--- config.mk ---
export PLATFORM = sky130hd
export DESIGN_NAME = booth4_mult_arbiter
export DESIGN_NICKNAME = d
export VERILOG_FILES = /design/src/rtl/booth4_pkg.sv /design/src/rtl/rr_arbiter.sv /design/src/rtl/booth4_mult_arbiter.sv
export SDC_FILE = /design/constraint.sdc
export NUM_CORES = 1
export LEC_CHECK = 0
export BUFFER_PORTS_ARGS = -buffer_cell sky130_fd_sc_hd__buf_2
export CAP_MARGIN = 10
export CORE_MARGIN = 3
export CORE_UTILIZATION = 40
export CTS_CLUSTER_SIZE = 25
export DETAILED_ROUTE_END_ITERATION = 10
export PLACE_DENSITY = 0.65
export SETUP_SLACK_MARGIN = 0.05
export SLEW_MARGIN = 20
export SYNTH_ARGS = -nofsm -noshare
export SYNTH_HDL_FRONTEND = slang
export SYNTH_SLANG_ARGS = --single-unit
--- constraint.sdc ---
create_clock -name clk_i -period 3.6 [get_ports clk_i]
set_input_delay 1.08 -clock clk_i [delete_from_list [all_inputs] [get_ports clk_i]]
set_output_delay 1.08 -clock clk_i [all_outputs]
set_load 0.1 [all_outputs]
--- src/rtl/booth4_pkg.sv ---
// Shared definitions for the booth4 multiplier arbiter.
//   state_e     : arbiter FSM states
//   W_DEF       : default operand width
//   TIMEOUT_DEF : default watchdog limit in WAIT cycles
//   clog2       : ceiling log2, never below 1 so a counter or index always has a bit
package booth4_pkg;

  typedef enum logic [1:0] {
    StIdle,
    StIssue,
    StWait,
    StResp
  } state_e;

  localparam int unsigned W_DEF       = 8;
  localparam int unsigned TIMEOUT_DEF = 64;

  function automatic int unsigned clog2(input int unsigned v);
    int unsigned r;
    r = 1;
    for (int unsigned i = 1; i < 32; i++) begin
      if ((32'd1 << i) < v) begin
        r = i + 1;
      end
    end
    return r;
  endfunction

endpackage

--- src/rtl/rr_arbiter.sv ---
// Combinational round-robin picker.
//   req_i     : request vector
//   ptr_i     : highest-priority index (search starts here and wraps)
//   gnt_o     : one-hot grant, zero when no request
//   gnt_idx_o : binary index of the grant, zero when no request
module rr_arbiter
  import booth4_pkg::*;
#(
  parameter int unsigned NREQ = 4,
  localparam int unsigned IW  = clog2(NREQ)
) (
  input  logic [NREQ-1:0] req_i,
  input  logic [IW-1:0]   ptr_i,
  output logic [NREQ-1:0] gnt_o,
  output logic [IW-1:0]   gnt_idx_o
);

  always_comb begin
    logic          found;
    int unsigned   idx;
    logic [IW-1:0] idx_w;
    gnt_o     = '0;
    gnt_idx_o = '0;
    found     = 1'b0;
    idx       = 0;
    idx_w     = '0;
    for (int unsigned off = 0; off < NREQ; off++) begin
      idx   = (32'(ptr_i) + off) % NREQ;
      idx_w = IW'(idx);
      if (!found && req_i[idx_w]) begin
        gnt_o[idx_w] = 1'b1;
        gnt_idx_o    = idx_w;
        found        = 1'b1;
      end
    end
  end

endmodule

--- src/rtl/booth4_mult_arbiter.sv ---
// Round-robin scheduler sharing one external booth4 multiplier between NREQ requesters.
//   clk_i, rst_ni               : clock, synchronous active-low reset
//   req_valid_i/req_ready_o     : per-requester handshake (ready is combinational, one-hot)
//   req_a_i, req_b_i            : packed operands, requester i at [i*W +: W]
//   rsp_valid_o                 : one-cycle one-hot response pulse to the originator
//   rsp_product_o, rsp_err_o    : result and timeout flag, valid with rsp_valid_o
//   busy_o                      : high whenever the FSM is not idle
//   mul_start_o, mul_a_o/b_o    : multiplier start pulse and operands
//   mul_done_i, mul_product_i   : multiplier completion and result
module booth4_mult_arbiter
  import booth4_pkg::*;
#(
  parameter int unsigned NREQ    = 4,
  parameter int unsigned W       = W_DEF,
  parameter int unsigned TIMEOUT = TIMEOUT_DEF
) (
  input  logic              clk_i,
  input  logic              rst_ni,
  input  logic [NREQ-1:0]   req_valid_i,
  output logic [NREQ-1:0]   req_ready_o,
  input  logic [NREQ*W-1:0] req_a_i,
  input  logic [NREQ*W-1:0] req_b_i,
  output logic [NREQ-1:0]   rsp_valid_o,
  output logic [2*W-1:0]    rsp_product_o,
  output logic              rsp_err_o,
  output logic              busy_o,
  output logic              mul_start_o,
  output logic [W-1:0]      mul_a_o,
  output logic [W-1:0]      mul_b_o,
  input  logic              mul_done_i,
  input  logic [2*W-1:0]    mul_product_i
);

  localparam int unsigned IW = clog2(NREQ);
  localparam int unsigned CW = clog2(TIMEOUT);

  state_e          state_q, state_d;
  logic [IW-1:0]   ptr_q, ptr_d;
  logic [IW-1:0]   grant_q, grant_d;
  logic [CW-1:0]   cnt_q, cnt_d;
  logic [W-1:0]    mul_a_q, mul_a_d;
  logic [W-1:0]    mul_b_q, mul_b_d;
  logic            mul_start_q, mul_start_d;
  logic [NREQ-1:0] rsp_valid_q, rsp_valid_d;
  logic [2*W-1:0]  rsp_product_q, rsp_product_d;
  logic            rsp_err_q, rsp_err_d;
  logic            busy_q, busy_d;

  logic [NREQ-1:0] gnt;
  logic [IW-1:0]   gnt_idx;

  rr_arbiter #(
    .NREQ(NREQ)
  ) u_rr_arbiter (
    .req_i    (req_valid_i),
    .ptr_i    (ptr_q),
    .gnt_o    (gnt),
    .gnt_idx_o(gnt_idx)
  );

  // Accept only in IDLE; the handshake completes in the same cycle.
  assign req_ready_o = (state_q == StIdle) ? gnt : '0;

  always_comb begin
    state_d       = state_q;
    ptr_d         = ptr_q;
    grant_d       = grant_q;
    cnt_d         = cnt_q;
    mul_a_d       = mul_a_q;
    mul_b_d       = mul_b_q;
    mul_start_d   = 1'b0;
    rsp_valid_d   = '0;
    rsp_product_d = rsp_product_q;
    rsp_err_d     = rsp_err_q;

    unique case (state_q)
      StIdle: begin
        if (|req_valid_i) begin
          grant_d     = gnt_idx;
          mul_a_d     = req_a_i[32'(gnt_idx)*W +: W];
          mul_b_d     = req_b_i[32'(gnt_idx)*W +: W];
          mul_start_d = 1'b1;
          state_d     = StIssue;
        end
      end
      StIssue: begin
        cnt_d   = '0;
        state_d = StWait;
      end
      StWait: begin
        // A done arriving on the last allowed cycle still counts as a completion.
        if (mul_done_i) begin
          rsp_product_d        = mul_product_i;
          rsp_err_d            = 1'b0;
          rsp_valid_d[grant_q] = 1'b1;
          state_d              = StResp;
        end else if (cnt_q == CW'(TIMEOUT - 1)) begin
          rsp_product_d        = '0;
          rsp_err_d            = 1'b1;
          rsp_valid_d[grant_q] = 1'b1;
          state_d              = StResp;
        end else begin
          cnt_d = cnt_q + 1'b1;
        end
      end
      StResp: begin
        ptr_d   = (grant_q == IW'(NREQ - 1)) ? '0 : grant_q + 1'b1;
        state_d = StIdle;
      end
      default: state_d = StIdle;
    endcase

    busy_d = (state_d != StIdle);
  end

  always_ff @(posedge clk_i) begin
    if (!rst_ni) begin
      state_q       <= StIdle;
      ptr_q         <= '0;
      grant_q       <= '0;
      cnt_q         <= '0;
      mul_a_q       <= '0;
      mul_b_q       <= '0;
      mul_start_q   <= 1'b0;
      rsp_valid_q   <= '0;
      rsp_product_q <= '0;
      rsp_err_q     <= 1'b0;
      busy_q        <= 1'b0;
    end else begin
      state_q       <= state_d;
      ptr_q         <= ptr_d;
      grant_q       <= grant_d;
      cnt_q         <= cnt_d;
      mul_a_q       <= mul_a_d;
      mul_b_q       <= mul_b_d;
      mul_start_q   <= mul_start_d;
      rsp_valid_q   <= rsp_valid_d;
      rsp_product_q <= rsp_product_d;
      rsp_err_q     <= rsp_err_d;
      busy_q        <= busy_d;
    end
  end

  assign mul_start_o   = mul_start_q;
  assign mul_a_o       = mul_a_q;
  assign mul_b_o       = mul_b_q;
  assign rsp_valid_o   = rsp_valid_q;
  assign rsp_product_o = rsp_product_q;
  assign rsp_err_o     = rsp_err_q;
  assign busy_o        = busy_q;

endmodule

==> metrics.md <==
| Metric | Value |
|---|---|
| Status | `finished with violations` |
| Failing checks | `setup timing` |
| CP required | `2.52 ns` |
| Port Buffers | `129` |
| Area grow syn2layout | `33.7%` |
| Starting Density | `0.416` |
| EDFF count, synth | `0` |
| Num ports | `130` |
| WL/cell | `15.2 µm` |
| Dominant synthesized flop cell | `dfxtp_1` |
| Synthesized cell area | `3230 µm²` |
| Vias | `3292` |
| Vias in the first global route | `3094` |
| Post-DP HPWL | `7.04 mm` |
| CTS Buf Count | `5` |
| # hold bufs at CTS | `0` |
| FILL cells | `723` |
| Worst Clk Skew | `0.0108 ns` |
| Register area share after synthesis | `0.316` |
| Antenna violations before repair | `1` |
| Yosys cell types | `49` |
| Cell Rows | `32` |
| CTS clock-pin slew for the worst setup and hold paths | `0.10 ns` |
| Die ar. | `9190 µm²` |
| Crit start category | `input pin` |
| DRT Pass-1 Iters | `5` |
| XOR/XNOR Fraction of Synth Area | `0` |
| Final worst path period share | `1.03` |
| Post-synth ARST share | `0` |
| Commonest non-fill, non-tap cells in the layout | `buf_2 (121), nand2_1 (57), dfxtp_1 (49), nor2_1 (34), buf_4 (29)` |
| Final WS setup | `-0.0918 ns` |
| Layout cell share with drive strength beyond 1 | `0.425` |
| Die Y | `95.9 µm` |
| CTS Root Cell | `clkbuf_8` |
| GRT Resource Usage Total | `0.195` |
| Final core utilization | `0.556` |
| P_leak | `1.93 nW` |
| Number of remaining DRC errors | `0` |
| Mux contribution to synthesized area | `0.103` |
| Largest net degree at the start of global routing | `34` |
| Placed cell areas | `4130 µm²` |
| Max Cap Viol | `0` |
| R2R depth | `9` |
| CTS tree | `built` |
| Critical path type | `in2out` |
| Power Dens Cells | `800 nW/µm²` |
| # setup viols final | `4` |
| Clk buf depth | `2` |
| WP data arrival | `2.61 ns` |
| WHS Path Cells | `2` |
| Final Non-Filler Cells | `606` |
| First-pass GRT wire length | `14.4 mm` |
| Most common cell after layout, fill and taps aside | `buf_2` |
| Fmax | `0.271 GHz` |
| Cells after Synth | `368` |
| CP max FO | `5` |
| Area share of fa/ha/maj cells after synthesis | `0.0620` |
| Worst vdd ir | `390 µV` |
| RSZ-0062 raised after global routing | `yes` |
| Routed WL | `9.20 mm` |
| Hold Violations, Final | `0` |
| Largest family of logic cells by synthesized area | `compound AO/OA/AOI/OAI gates` |
| Placed insts | `593` |
| Starting DRT DRC Count | `191` |
| Relative slew slack | `0.328` |
| Clock Latency Late Sink | `0.31 ns` |
| Post-route minimum period | `3.69 ns` |
| Antenna Nets Post-Route | `0` |
| CTS sink cnt | `51` |
| Core area | `7770 µm²` |
| Layout Nets | `606` |
| Compound-cell area share of the yosys netlist | `0.277` |
| Overflow after GRT | `0` |
| Die width | `95.9 µm` |
| Mapped Avg Cell Area | `8.78 µm²` |
| Worst Tran Pin Value | `1.00 ns` |
| RePlAce Congestion | `0.840` |
| N_diodes | `0` |
| Syn. warnings | `0` |
| H-Tree Depth | `2` |
| Post-Synth Simple-Gate Area | `0.174` |
| Final Instance Area | `4320 µm²` |
| Vias per cell | `5.43` |
| #FFs+latches synth | `51` |
| Crit end category | `output port` |
| Post-synth net total | `471` |
| Hold Path Class | `reg2reg` |
| Fin. max-slew vios | `0` |
==> where the power goes <==
| part | internal, W | switching [W] | total [W] |
|---|---|---|---|
| registers | 0.000711 | 0.0000800 | 0.000791 |
| logic | 0.000642 | 0.00168 | 0.00232 |
| clock network | 0.000144 | 0.000201 | 0.000345 |
| total | 0.00150 | 0.00196 | 0.00346 |
==> through the flow <==
step	hold WS, ns	setup WS [ns]	total power [W]	setup TNS [ns]
6_report	0.467	-0.0918	0.00346	-0.324
5_1_grt	0.486	-0.130	0.00364	-0.504
4_1_cts	0.470	-0.116	0.00348	-0.457
3_5_place_dp	0.447	-0.150	0.00310	-0.593
3_3_place_gp	0.443	-0.116	0.00307	-0.452
2_1_floorplan	0.449	-0.322	0.00264	-1.28
==> logic make-up after synthesis <==
group,Yosys count
buf+inv,39
compound gates,106
simple gates,127
flops,51
mux,29
fa+ha+maj,16
==> worst max-delay path: stages <==
cell	delay, ns
buf_8	0.10
mux4_2	0.57
buf_6	0.17
a221o_1	0.35
o21ai_2	0.09
a21boi_4	0.08
buf_12	0.16
==> cell usage after synthesis, drive strengths merged, types with 2 or more instances <==
cell    number  area share
nand2b       4       0.010
a221o        4       0.012
o221ai      16       0.065
mux4         3       0.021
inv          7      0.0081
a211oi       2      0.0046
o211a        3       0.012
a22oi       18       0.042
dfxtp       51        0.32
a21oi        7       0.011
o21ai       25       0.041
o211ai       2      0.0046
nand3        6      0.0093
and2         4      0.0077
nand2       64       0.078
or2          3      0.0058
a21boi       5       0.012
ha          16       0.062
nor2        34       0.040
nor2b        2      0.0039
nor3         5      0.0093
mux2         5       0.017
mux2i       21       0.065
buf         14       0.038
and3         4      0.0077
clkbuf      17       0.021
a222oi      14       0.043
a311oi       3      0.0081
==> registers in the layout (all words and copies together) (netlist names) <==
name           count
rsp_err_o          1
mul_a_o            8
ptr_q              2
state_q            2
cnt_q              6
mul_b_o            8
mul_start_o        1
rsp_product_o     16
busy_o             1
rsp_valid_o        4
grant_q            2
==> cell type report <==
type                       instances  area [µm²]  area share
clock buffer                       5        68.8      0.0159
tap                              102         128      0.0295
inverter                           8        30.0     0.00695
clock inverter                     3        28.8     0.00666
timing repair buffer             159         963       0.223
sequential                        51        1020       0.237
multi-input combinational        278        2080       0.481
==> final timing paths <==
| check | to | slack (ns) | start |
|---|---|---|---|
| worst max-delay path | req_ready_o[1] | -0.09 | req_valid_i[2] |
| worst min register to register | mul_b_o[5]$_SDFFE_PN0P_ | 0.47 | mul_b_o[5]$_SDFFE_PN0P_ |
| worst min-delay path | mul_b_o[5]$_SDFFE_PN0P_ | 0.47 | mul_b_o[5]$_SDFFE_PN0P_ |
| worst max register to register | mul_b_o[1]$_SDFFE_PN0P_ | 0.63 | ptr_q[0]$_SDFFE_PN0N_ |
==> layer usage <==
layer / global-route usage / vias up / wire length, µm
met1: 0.247 / 1524 / 3920
met4: 0.0616 / 2 / 147
li1: - / 1634 / -
met3: 0.0493 / 14 / 710
met5: 0 / - / 7
met2: 0.324 / 118 / 4420
==> timing repair <==
action                     in CTS  in global routing
cloned                          0                  0
hold endpoints to repair        0                  0
resized for setup              17                  1
pin swaps                       8                  4
setup endpoints to repair       4                  4
setup buffers                   3                  2
Power figures use the tool's default switching activity.
